**src/rtl/alu_arbiter_pkg.sv**
```systemverilog
// rtl/alu_arbiter_pkg.sv - shared widths, arbiter state encoding and ALU opcode names.
package alu_arbiter_pkg;

    localparam int WORD_WIDTH = 16;
    localparam int OP_WIDTH   = 3;

    typedef enum logic [1:0] {
        ARB_IDLE = 2'd0,
        ARB_EXEC = 2'd1,
        ARB_RESP = 2'd2
    } arb_state_t;

    typedef enum logic [OP_WIDTH-1:0] {
        ALU_ADD = 3'd0,
        ALU_SUB = 3'd1,
        ALU_AND = 3'd2,
        ALU_OR  = 3'd3,
        ALU_XOR = 3'd4,
        ALU_SHL = 3'd5,
        ALU_SHR = 3'd6,
        ALU_SLT = 3'd7
    } alu_op_t;

endpackage

```
**src/rtl/alu.sv**
```systemverilog
// rtl/alu.sv - shared combinational ALU: 3-bit opcode, two operands, one result of equal width.
module alu
    import alu_arbiter_pkg::*;
(
    input  logic [OP_WIDTH-1:0]   op,
    input  logic [WORD_WIDTH-1:0] in1,
    input  logic [WORD_WIDTH-1:0] in2,
    output logic [WORD_WIDTH-1:0] out
);

    always_comb begin
        out = '0;
        case (alu_op_t'(op))
            ALU_ADD: out = in1 + in2;
            ALU_SUB: out = in1 - in2;
            ALU_AND: out = in1 & in2;
            ALU_OR:  out = in1 | in2;
            ALU_XOR: out = in1 ^ in2;
            ALU_SHL: out = in1 << 1;
            ALU_SHR: out = in1 >> 1;
            ALU_SLT: out = {{(WORD_WIDTH-1){1'b0}}, (in1 < in2)};
            default: out = '0;
        endcase
    end

endmodule

```
**src/rtl/alu_arbiter_rr_arb2.sv**
```systemverilog
// rtl/alu_arbiter_rr_arb2.sv - combinational two-way round-robin picker with optional sticky grant.
module rr_arb2 (
    input  logic valid0,
    input  logic valid1,
    input  logic last_grant,
    input  logic lock,
    output logic grant,
    output logic any
);

    logic last_valid;

    always_comb begin
        any        = valid0 | valid1;
        last_valid = last_grant ? valid1 : valid0;
        if (lock && last_valid) begin
            grant = last_grant;
        end else if (valid0 && valid1) begin
            grant = ~last_grant;
        end else begin
            grant = valid1;
        end
    end

endmodule

```
**src/rtl/alu_arbiter.sv**
```systemverilog
// rtl/alu_arbiter.sv - shares one ALU between two requesters with round-robin and held responses.
// Optional sticky grant via ALU_ARBITER_LOCK_EN.
module alu_arbiter
    import alu_arbiter_pkg::*;
(
    input  logic                  clk,
    input  logic                  rst_n,
    input  logic                  req0_valid,
    input  logic [OP_WIDTH-1:0]   req0_op,
    input  logic [WORD_WIDTH-1:0] req0_in1,
    input  logic [WORD_WIDTH-1:0] req0_in2,
`ifdef ALU_ARBITER_LOCK_EN
    input  logic                  req0_lock,
`endif
    output logic                  req0_ready,
    output logic                  resp0_valid,
    output logic [WORD_WIDTH-1:0] resp0_data,
    input  logic                  resp0_ack,
    input  logic                  req1_valid,
    input  logic [OP_WIDTH-1:0]   req1_op,
    input  logic [WORD_WIDTH-1:0] req1_in1,
    input  logic [WORD_WIDTH-1:0] req1_in2,
`ifdef ALU_ARBITER_LOCK_EN
    input  logic                  req1_lock,
`endif
    output logic                  req1_ready,
    output logic                  resp1_valid,
    output logic [WORD_WIDTH-1:0] resp1_data,
    input  logic                  resp1_ack,
    output logic                  busy
);

    arb_state_t            state;
    logic                  last_grant;
    logic                  owner;
    logic                  lock_q;
    logic [OP_WIDTH-1:0]   op_q;
    logic [WORD_WIDTH-1:0] in1_q;
    logic [WORD_WIDTH-1:0] in2_q;
    logic [WORD_WIDTH-1:0] alu_out;
    logic                  grant;
    logic                  any;
    logic                  accept;
    logic                  owner_ack;

`ifndef ALU_ARBITER_LOCK_EN
    assign lock_q = 1'b0;
`endif

    rr_arb2 u_rr (
        .valid0     (req0_valid),
        .valid1     (req1_valid),
        .last_grant (last_grant),
        .lock       (lock_q),
        .grant      (grant),
        .any        (any)
    );

    alu u_alu (
        .op  (op_q),
        .in1 (in1_q),
        .in2 (in2_q),
        .out (alu_out)
    );

    assign accept     = (state == ARB_IDLE) && any;
    assign req0_ready = accept && !grant;
    assign req1_ready = accept && grant;
    assign owner_ack  = owner ? resp1_ack : resp0_ack;

    always_ff @(posedge clk or negedge rst_n) begin
        if (!rst_n) begin
            state       <= ARB_IDLE;
            busy        <= 1'b0;
            last_grant  <= 1'b1;
            owner       <= 1'b0;
            op_q        <= '0;
            in1_q       <= '0;
            in2_q       <= '0;
            resp0_valid <= 1'b0;
            resp1_valid <= 1'b0;
            resp0_data  <= '0;
            resp1_data  <= '0;
`ifdef ALU_ARBITER_LOCK_EN
            lock_q      <= 1'b0;
`endif
        end else begin
            case (state)
                ARB_IDLE: begin
                    if (accept) begin
                        op_q       <= grant ? req1_op  : req0_op;
                        in1_q      <= grant ? req1_in1 : req0_in1;
                        in2_q      <= grant ? req1_in2 : req0_in2;
                        owner      <= grant;
                        last_grant <= grant;
                        state      <= ARB_EXEC;
                        busy       <= 1'b1;
`ifdef ALU_ARBITER_LOCK_EN
                        lock_q     <= grant ? req1_lock : req0_lock;
                    end else if (lock_q) begin
                        // Nobody valid means the locked port dropped its request.
                        lock_q     <= 1'b0;
`endif
                    end
                end
                ARB_EXEC: begin
                    if (owner) begin
                        resp1_data  <= alu_out;
                        resp1_valid <= 1'b1;
                    end else begin
                        resp0_data  <= alu_out;
                        resp0_valid <= 1'b1;
                    end
                    state <= ARB_RESP;
                end
                ARB_RESP: begin
                    if (owner_ack) begin
                        resp0_valid <= 1'b0;
                        resp1_valid <= 1'b0;
                        state       <= ARB_IDLE;
                        busy        <= 1'b0;
                    end
                end
                default: begin
                    state <= ARB_IDLE;
                    busy  <= 1'b0;
                end
            endcase
        end
    end

endmodule

```
**config.mk**
```make
export PLATFORM = sky130hd
export DESIGN_NAME = alu_arbiter
export DESIGN_NICKNAME = d
export VERILOG_FILES = /design/src/rtl/alu_arbiter_pkg.sv /design/src/rtl/alu.sv /design/src/rtl/alu_arbiter_rr_arb2.sv /design/src/rtl/alu_arbiter.sv
export SDC_FILE = /design/constraint.sdc
export NUM_CORES = 1
export LEC_CHECK = 0
export CAP_MARGIN = 20
export CORE_ASPECT_RATIO = 1.25
export CORE_MARGIN = 2
export CORE_UTILIZATION = 54
export CTS_BUF_LIST = sky130_fd_sc_hd__clkbuf_2
export CTS_CLUSTER_DIAMETER = 150
export DETAILED_ROUTE_END_ITERATION = 10
export GPL_TIMING_DRIVEN = 0
export PLACE_DENSITY = 0.84
export SLEW_MARGIN = 30
export SYNTH_ARGS = -nofsm -noshare
export SYNTH_HDL_FRONTEND = slang
export SYNTH_SLANG_ARGS = --single-unit
export TNS_END_PERCENT = 100
```
**constraint.sdc**
```tcl
create_clock -name clk -period 2.8 [get_ports clk]
set_input_delay 0.56 -clock clk [delete_from_list [all_inputs] [get_ports clk]]
set_output_delay 0.56 -clock clk [all_outputs]
set_load 0.05 [all_outputs]
```
# Word level (Yosys, flattened, before mapping)
# Cells that the tools add are included.
# classes
addsub	2
n_lt_le_gt_ge	1
n_eq_ne	13
mux	16
bitwise_logic	7
n_reduce_logical	15
# op_table
cell	n
$pmux 16 s8	1
$mux 16	2
$add 16x16->16	1
$and 16x16->16	1
$lt 16x16->1	1
$or 16x16->16	1
$sub 16x16->16	1
$xor 16x16->16	1
$eq 3x3->1 const B	4
$reduce_and 3->1	3
$ne 2x2->1 const B	4
$reduce_and 2->1	4
$eq 3x2->1 const B	2
$mux 1	6
$pmux 2 s3	1
$logic_and 1x1->1	4
$mux 2	2
$pmux 1 s2	2
$eq 3x1->1 const B	1
$logic_not 3->1	1
$mux 3	1
$not 1->1	3
$pmux 1 s3	1
$eq 2x1->1 const B	1
5 further kinds	5
# totals
ff_bits	74
in_bits	76
output_inout_bits	37
wordCells	65

# Depth between registers and ports, before layout
# Gate-level depths: netlist (run 1).
# depth
ltp_word	4
depth_mapped	11

# Modules after synthesis
# Synthesis (run 1) repeated with hierarchy kept, for this count alone.
# hier_totals
hier_cells	643
hier_area_um2	5868.1
# by_module_without_submodules
mod	n_inst	cells_per_inst	area_per_inst_um2
alu_arbiter	1	247	3159.3
alu	1	393	2686.3
rr_arb2	1	3	22.5

# Worst setup path after synthesis (run 1)
# Ideal clock, no wire load.
# synth_timing
path_kind	register -> register
start	register in1_q[3]
end	register resp1_data[15]
t_arrival_ns	2.374
t_required_ns	2.667
path_slack_ns	0.293
stages_incl_launch_ff	12
path_buffers	1
synth_period_minus_slack_ns	2.507
path_cell_list	dfrtp_1 -> inv_1 -> ha_1 -> clkbuf_2 -> nor2_1 -> o311ai_1 -> a211o_1 -> a32o_1 -> o2111a_1 -> or3_1 -> nand3_1 -> a31oi_1
# synth_via
elab_chain_cells	2
elab_cells_between_ends	3
classes_between	add/sub: 2; mux: 1
# synth_rtl
item	line	rtl
start: declaration	alu_arbiter.sv:38	logic [WORD_WIDTH-1:0] in1_q;
start signal: assignment	alu_arbiter.sv:92	in1_q <= grant ? req1_in1 : req0_in1;
$sub 16x16->16 / $add 16x16->16 (equally long branches)	alu.sv:15, alu.sv:14	
$pmux 16 s8 *	alu.sv:13	case (alu_op_t'(op))
end signal: assignment	alu_arbiter.sv:108	resp1_data <= alu_out;
end: declaration	alu_arbiter.sv:28	output logic [WORD_WIDTH-1:0] resp1_data,
# Mark *: on every way between the ends. The rest lies on a longest branch, timed or not.
# A chain may end at the register's enable or synchronous reset.

# Worst setup path in the final report (run 1)
# layout_timing
start	register in1_q[0]
end	register resp0_data[14]
# layout_via
elab_chain_cells	2
elab_cells_between_ends	3
classes_between	add/sub: 2; mux: 1
# layout_rtl
item	line	rtl
$sub 16x16->16 / $add 16x16->16 (equally long branches)	alu.sv:15, alu.sv:14	
$pmux 16 s8 *	alu.sv:13	
end signal: assignment	alu_arbiter.sv:111	resp0_data <= alu_out;
end: declaration	alu_arbiter.sv:17	output logic [WORD_WIDTH-1:0] resp0_data,
# Marked as above.

==> flow_summary.toml, run 1 <==
[sta]
max_freq_mhz = 355
worstMarginPinSlew_ns = 0.824
finClkSkew_ns = 0.0357
worst_slew_margin_rel_pct = 44.9
fin_crit_sh_pct = 101
setup_violations = 1
rsz0062_at_grt = "yes"
hold_viol = 0
fin_crit_ns = 2.82
slew_violations = 0
finalWorstSetupSlack_ns = -0.0161

[cts]
clk_latency_ns = 0.57
cts_buffers = 9
cts_tree = "yes"
htreeDepth = 3
clk_pin_slew_ns = 0.22
cts_num_sinks = 74
root_buffer = "clkbuf_2"
cts.path.max_buffers = 2

[cells_and_area]
num-nets-final = 900
final_common_cell = "clkdlybuf4s50_1"
drive_gt1_share_pct = 16.2
final_util_pct = 73.3
syn2layout_area_growth_pct = 33.7
finalNonFillerCells = 909
layout_common_cells = "clkdlybuf4s50_1, inv_1, nand2_1, dfrtp_1, o21ai_0"

[drt]
vias_per_cell = 6.05
drtAntennaViolNets = 0
remaining_drc_errors = 0
vias = 5500
drt_pass1_iterations = 6
finalWirelength_mm = 18.0
drt_iter0_drc = 537
wl_per_cell_um = 19.8

[worst_setup_path]
cp-start-kind = "flip-flop"
slowest_stage = "fa_1"
path_class = "flip-flop to flip-flop"
slowest_delay_ns = 0.47
end_kind = "flip-flop"
crit_path_cell_trace = "inv_1, ha_1, fa_1, nor2_2, o221ai_2, a21o_1, o211ai_1, a31oi_1, xnor2_1, a21oi_2, mux2_2"
cp.arrival_ns = 3.29
crit_fanout = 3
worst_ep_required_time_ns = 3.28

[floorplan]
dieArea_mm2 = 0.0109
start_util_pct = 54.8
core-area_mm2 = 0.00995
top_level_ports = 113
std_cell_rows = 41
dieHeight_um = 116
die_x_um = 93.9

[logic_synthesis]
synth_edf_count = 0
synth_warnings = 0
synth_seq_cells = 74
avgSynthCellArea_um2 = 8.72
synth_area_mm2 = 0.00546
yosysSeqAreaShare_pct = 34.0
ys_async_sr_fraction_pct = 100
syn_nets = 752
postSynthCellCount = 626
ys_dominant_reg_cell = "dfrtp_1"
yosysUniqueCellTypes = 68

[global_routing]
grt_pass1_vias = 5199
grt_pass1_wl_mm = 27.0
grt_max_degree = 39
antenna_found_initial = 0
grt_overflow = 0
track_usage_pct = 32.5

[run_status]
violations = "negative setup slack"
outcome = "finished with violations"

[placed_design]
post-dp-hpwl_mm = 13.4
place_inst = 868
gp_congestion = 0.963
dp_worst_setup_slack_ns = -0.960
port_buffers = 112

[job]
drv_cap = 0

[worst_hold_path]
hold_path_class = "primary input to asynchronous set/reset pin"
==> area by class of cell <==
type / count / area, um2
antenna: 1 / 2.50
buffer: 39 / 184
clock buffer: 9 / 45.0
clock inverter: 7 / 45.0
fill: 785 / 2650
inverter: 87 / 327
multi-input combinational: 424 / 3330
sequential: 74 / 1870
tap: 129 / 161
timing repair buffer: 139 / 1340
==> synth_stat cells, types with 2 or more instances <==
library cell,count,share of area [%]
and4_1,2,0.32
xor2_1,4,0.64
nor2b_1,3,0.34
clkbuf_1,28,1.9
nand3_1,6,0.55
buf_1,7,0.48
mux2_2,10,2.1
mux4_2,3,1.2
o21ai_1,4,0.37
nor2_1,31,2.1
buf_6,2,0.41
mux2i_1,9,1.7
nor4_1,2,0.23
a2bb2oi_1,2,0.32
a21o_1,5,0.69
inv_1,87,6.0
xnor2_1,9,1.4
nor3_1,8,0.73
ha_1,48,11
a21boi_0,3,0.41
o21bai_1,3,0.41
a21oi_1,42,3.9
o221ai_1,2,0.32
o21ai_0,51,4.7
or3_1,5,0.57
o21a_1,3,0.41
or2_2,3,0.34
o211ai_1,5,0.69
a31oi_1,6,0.69
buf_4,2,0.28
nor3b_1,2,0.28
dfrtp_1,73,33
fa_1,2,0.73
nand2_1,61,4.2
nand3b_1,4,0.55
o31ai_1,7,0.96
a211oi_1,6,0.83
a222oi_1,38,7.0
and3_1,3,0.34
nand2b_1,6,0.69
and2_1,2,0.23
==> cells by family (layout without fill, tap and decap cells) <==
| family | count (synthesis) | after routing | synth area share, % |
|---|---|---|---|
| DFF | 74 | 74 | 34.0 |
| buffers and inverters | 128 | 281 | 9.26 |
| xor gates and xnor gates | 13 | 13 | 2.09 |
| other | 0 | 1 | 0 |
| AOI/OAI and AO/OA | 197 | 197 | 25.8 |
| muxes | 22 | 22 | 4.95 |
| and+or+nand+nor | 142 | 142 | 12.2 |
| adders and majority gates | 50 | 50 | 11.7 |
==> timing repair <==
item	CTS	global route
endpoints found under the hold margin	36	0
pin swaps	3	19
hold buffers	1	0
gates resized for setup	26	55
cloned	0	0
endpoints found under the setup margin	15	25
setup buffers	8	17
==> worst paths after layout <==
| path | from | to | slack, ns | cells past startpoint |
|---|---|---|---|---|
| min in group clk | resp0_data[4] | resp0_data[4] | 0.51 | 2 |
| max in group asynchronous | rst_n | last_grant | 1.73 | 3 |
| setup reg to reg | in1_q[0] | resp0_data[14] | -0.02 | 11 |
| setup / recovery | in1_q[0] | resp0_data[14] | -0.02 | 11 |
| hold reg to reg | resp0_data[4] | resp0_data[4] | 0.51 | 2 |
| hold / removal | rst_n | resp1_data[8] | 0.47 | 2 |
==> critical path: cells and delay by family (launching register included) <==
| family | cells | cell delay [ns] |
|---|---|---|
| AOI/OAI and AO/OA | 5 | 0.81 |
| adders and majority gates | 2 | 0.73 |
| DFF | 1 | 0.43 |
| muxes | 1 | 0.27 |
| xor gates and xnor gates | 1 | 0.23 |
| and+or+nand+nor | 1 | 0.16 |
| buffers and inverters | 1 | 0.10 |
==> state kept, by name, indices dropped and copies added, names as in the netlist <==
name         count
resp0_valid      1
owner            1
resp1_valid      1
resp0_data      16
op_q             3
in2_q           16
in1_q           16
busy             1
state            2
resp1_data      16
last_grant       1
==> layer usage <==
metal,global-route usage [%],routed length (um)
met2,57.0,9160
met3,4.06,1250
met1,40.3,7020
met4,13.8,609
met5,0,0
==> per-stage QoR <==
stage / cell area [um2] / hold WS, ns / setup TNS [ns]
floorplan: 5460 / 0.264 / 0
global placement: 6740 / 0.462 / -88.20
detailed placement: 6760 / 0.472 / -3.03
CTS: 6960 / 0.457 / 0
global route: 7300 / 0.488 / -0.703
finish: 7300 / 0.468 / -0.0161
Power of run 1 is left out: the tool's default activity adds up to more than one toggle a clock period on the data nets, which glitch-free logic cannot reach.
==> run 2, diff against run 1 <==
Settings changed: CORE_UTILIZATION 54 to 58, PLACE_DENSITY 0.84 to 0.89.
Clock period 2.8 ns to 3.4 ns, I/O delays scaled along.
==> run 2 against run 1 <==
Effect of this change:
- core utilization rose by 2.4 points
- cell count decreased by 3.1%
- non-clock buffer count fell by 21
- routed wire length fell by 1.4%
- the flow now finishes without violations
- count of clock-buffer cells in the layout is the same
==> flow_summary.toml, run 2 (synthesis gave the netlist of run 1 again) <==
[sta]
worst_slew_margin_rel_pct = 47.9
slew_violations = 0
fin_crit_ns = 3.24
worstMarginPinSlew_ns = 0.769
hold-worst-slack_ns = 0.510
hold_viol = 0
finClkSkew_ns = 0.0346
setup_violations = 0
fin_crit_sh_pct = 95.4
max_freq_mhz = 308

[placed_design]
post-dp-hpwl_mm = 13.8
gp_congestion = 0.964
port_buffers = 112

[drt]
finalWirelength_mm = 17.8
vias_per_cell = 6.19
remaining_drc_errors = 0
drt_iter0_drc = 631
wl_per_cell_um = 20.2
drtAntennaViolNets = 0
vias = 5451
drt_pass1_iterations = 8

[cts]
root_buffer = "clkbuf_2"
cts_buffers = 9
htreeDepth = 3
clk_latency_ns = 0.61
cts.path.max_buffers = 2
cts_num_sinks = 74
cts_tree = "yes"
clk_pin_slew_ns = 0.25

[global_routing]
grt_overflow = 0
grt_pass1_vias = 5510
antenna_found_initial = 0
grt_pass1_wl_mm = 28.3
track_usage_pct = 35.4
grt_max_degree = 44

[worst_setup_path]
reg2reg_setup_slack_ns = 0.30
end_kind = "output pin"
cp.arrival_ns = 2.56
path_class = "flip-flop to output pin"
reg2reg_from = "in1_q[1]"
r2r_end = "resp1_data[11]"
worstRegToRegCells = 10
cp-start-kind = "flip-flop"
crit_fanout = 10
worst_ep_required_time_ns = 2.72

[cells_and_area]
n_fill_cell = 636
num-nets-final = 879
syn2layout_area_growth_pct = 26.6
final_common_cell = "clkdlybuf4s50_1"
diodes = 0
layout_common_cells = "clkdlybuf4s50_1, inv_1, dfrtp_1"
drive_gt1_share_pct = 7.26

[job]
drv_cap = 0

[worst_hold_path]
whs_endpoint = "resp1_data[6]"
hold_path_class = "flip-flop to flip-flop"
holdPathStages = 2
hp-start = "resp1_data[6]"

[floorplan]
core-area_mm2 = 0.00913
start_util_pct = 59.8
dieHeight_um = 112
dieArea_mm2 = 0.0102
std_cell_rows = 39
die_x_um = 90.8
top_level_ports = 113

[run_status]
outcome = "complete, no violations"
## run 2: changes by cell type in the layout (fill, tap and decap cells not counted), moves of 5 or more
cell     previous run  this run
ha_2                5         0
dfrtp_2            12         0
buf_4              28         5
ha_1               39        48
nor2_1             26        31
dfrtp_1            61        73
## run 2: worst max-delay path by stage
stage | from | endpoint | slack [ns] | cells after the start
after CTS | state[1] | req0_ready | 0.08 | 5
after global routing | state[1] | req0_ready | -0.003 | 5
after floorplan | req1_valid | req0_ready | 0.89 | 3
after detailed placement | req1_valid | req0_ready | -0.50 | 5
after global placement | rst_n | in2_q[11] | -0.64 | 1
final | state[1] | req0_ready | 0.16 | 5
## run 2: per-layer routing
| layer | vias up | global-route usage (%) | wire length [um] |
|---|---|---|---|
| met5 | - | 0 | 0 |
| met4 | 0 | 16.2 | 677 |
| met2 | 339 | 62.4 | 8890 |
| met1 | 2555 | 42.5 | 6720 |
| met3 | 72 | 5.64 | 1500 |
| li1 | 2485 | - | - |
## run 2: repair_timing
item                       4_1_cts  5_1_grt
hold endpoints to repair        13        0
setup buffers                    0        2
resized for setup                5        2
setup endpoints to repair        2        1
hold buffers                     1        0
## run 2: worst max-delay path, cell delays in order (launching register included)
cell and delay, ns:
dfrtp_1 0.49, nor2_1 0.14, o21ai_0 0.19, a21oi_2 0.37, clkbuf_2 0.35, clkdlybuf4s15_2 0.42
## run 2: area by class of cell
class                      instances  area (um2)  share of cell area, %
timing repair buffer             116        1160                   16.8
clock inverter                     7        82.6                   1.20
multi-input combinational        424        3100                   44.9
sequential                        74        1850                   26.8
buffer                            41         180                   2.61
tap                              123         154                   2.23
inverter                          87         327                   4.73
clock buffer                       9        45.0                  0.652
## run 2: stage by stage
step	TNS [ns]	cell area [um2]	setup WS (ns)	utilization, %	cells
after global placement	-46.53	6730	-0.640	73.8	861
after detailed placement	-0.562	6750	-0.500	74.0	862
after global routing	-0.00349	6910	-0.00349	75.7	881
after CTS	0	6890	0.0848	75.5	879
final	0	6910	0.157	75.7	881
after floorplan	0	5460	0.886	-	626
Power of run 2 is left out for the same reason.
==> run 3, diff against run 2 <==
Settings changed: ABC_AREA from default to 1, CORE_ASPECT_RATIO 1.25 to 0.9, CORE_UTILIZATION 58 to 59.
==> run 3 against run 2 <==
Effect of this change:
- sequential cell count did not move
- global-route usage up 3.8 points
- critical path depth unchanged
- routed wire length rose by 12%
- non-clock buffer count down 14
==> flow_summary.toml, run 3 <==
[floorplan]
core-area_mm2 = 0.00957
dieArea_mm2 = 0.0106
std_cell_rows = 34
dieHeight_um = 97.7
die_x_um = 108
start_util_pct = 60.2
top_level_ports = 113

[sta]
worstMarginPinSlew_ns = 0.533
fin_crit_ns = 3.29
hold_viol = 0
finClkSkew_ns = 0.0446
slew_violations = 0
worst_slew_margin_rel_pct = 64.5
finalWorstSetupSlack_ns = 0.107
rsz0062_at_grt = "no"
setup_violations = 0
setup_tns_ns = 0
max_freq_mhz = 304
fin_crit_sh_pct = 96.8

[run_status]
outcome = "complete, no violations"

[cells_and_area]
final_common_cell = "nand2_1"
diodes = 0
drive_gt1_share_pct = 5.50
syn2layout_area_growth_pct = 25.0
final_util_pct = 75.3
num-nets-final = 1103
layout_common_cells = "nand2_1, inv_1, clkdlybuf4s50_1"
multi_input_area_mm2 = 0.00328
fin_area_mm2 = 0.00720
seqCellArea_mm2 = 0.00185
n_fill_cell = 718

[drt]
vias = 6414
wl_per_cell_um = 18.0
drt_iter0_drc = 781
remaining_drc_errors = 0
vias_per_cell = 5.79
drtAntennaViolNets = 0
drt_pass1_iterations = 8
finalWirelength_mm = 20.0

[worst_hold_path]
holdPathStages = 2
whs_endpoint = "resp0_data[3]"
hold_path_class = "flip-flop to flip-flop"
hp-start = "resp0_data[3]"

[worst_setup_path]
end_kind = "output pin"
worstRegToRegCells = 13
crit_start = "req1_valid"
reg2reg_setup_slack_ns = 1.04
worst_ep_required_time_ns = 2.72
r2r_end = "resp0_data[10]"
cp-start-kind = "primary input"
cp.arrival_ns = 2.61
crit_fanout = 10
path_class = "primary input to output pin"
reg2reg_from = "in2_q[4]"

[cts]
clk_latency_ns = 0.54
post-cts-setup-buffers = 0
cts_buffers = 9
root_buffer = "clkbuf_2"
cts_tree = "yes"
clk_pin_slew_ns = 0.18
cts_num_sinks = 74
cts.path.max_buffers = 2
htreeDepth = 3

[logic_synthesis]
synth.top_cell.area_share_pct = 31.7
postSynthCellCount = 852
yosysSeqAreaShare_pct = 32.2
ys_dominant_reg_cell = "dfrtp_1"
synth_edf_count = 0
synth_seq_cells = 74
synthTopCellsByArea = "dfrtp_1, nand2_1, ha_1"
synth_warnings = 0
synth_top_cell_by_area = "dfrtp_1"
synth_common_cells = "nand2_1, inv_1, dfrtp_1"
avgSynthCellArea_um2 = 6.76
yosysMostFrequentCell = "nand2_1"
ys_async_sr_fraction_pct = 100
yosysUniqueCellTypes = 32
syn_nets = 978
synth_area_mm2 = 0.00576

[global_routing]
grt_overflow = 0
grt_pass1_vias = 6108
grt_max_degree = 54
grt_pass1_wl_mm = 31.9
track_usage_pct = 39.3
antenna_found_initial = 0

[placed_design]
dp_worst_setup_slack_ns = -0.134
place_area_mm2 = 0.00706
port_buffers = 112
gp_congestion = 1.02
post-dp-hpwl_mm = 15.3

[job]
drv_cap = 0
run 3: cell count changes after synthesis, sizes merged, moves of 32 or more:
cell    previous run  this run
o211ai             5        37
a222oi            38         0
nand2             61       330
o21ai             55        10
inv               87       125
nand3              6        63
run 3: repair_timing:
action,CTS,global route
hold endpoints to repair,21,0
resized for setup,2,2
setup endpoints to repair,2,1
hold buffers,1,0
run 3: worst max-delay path, cell delays in order:
cell and delay (ns):
clkdlybuf4s50_1 0.52, o21ai_1 0.18, a21oi_2 0.37, buf_2 0.31
dlygate4sd2_1 0.56
run 3: worst max-delay path by stage:
| stage | end | slack, ns | cells past startpoint |
|---|---|---|---|
| global placement | resp0_data[9] | -0.72 | 1 |
| detailed placement | req1_ready | -0.13 | 5 |
| CTS | req1_ready | 0.08 | 5 |
| global route | req0_ready | 0.05 | 5 |
| floorplan | req1_ready | 1.28 | 4 |
| finish | req0_ready | 0.11 | 5 |
run 3: cells by family after synthesis:
| family | synth area share [%] |
|---|---|
| simple gates | 31.9 |
| buf+inv | 10.9 |
| flops | 32.2 |
| compound gates | 12.9 |
| xor+xnor | 1.06 |
| fa+ha+maj | 11.1 |
run 3: stage by stage:
| step | hold WS (ns) | cells |
|---|---|---|
| CTS | 0.506 | 1108 |
| global placement | 0.463 | 1090 |
| finish | 0.508 | 1108 |
| detailed placement | 0.465 | 1091 |
| global route | 0.525 | 1108 |
| floorplan | 0.384 | 852 |
run 3: area by class of cell:
class | instances | share of cell area [%]
plain buffers | 29 | 2.10
repair buffers | 114 | 16.0
well taps | 126 | 2.19
multi-input cells | 622 | 45.5
clock inverters | 5 | 1.11
clock buffers | 11 | 0.764
flip-flops and latches | 74 | 25.7
inverters | 127 | 6.62
run 3: metal layers:
layer | part of all wire (%) | GRT usage (%)
met1 | 41 | 54.9
met3 | 11 | 8.08
met2 | 44 | 59.9
met5 | 0 | 0
met4 | 4.2 | 15.6
Power of run 3 is left out for the same reason.
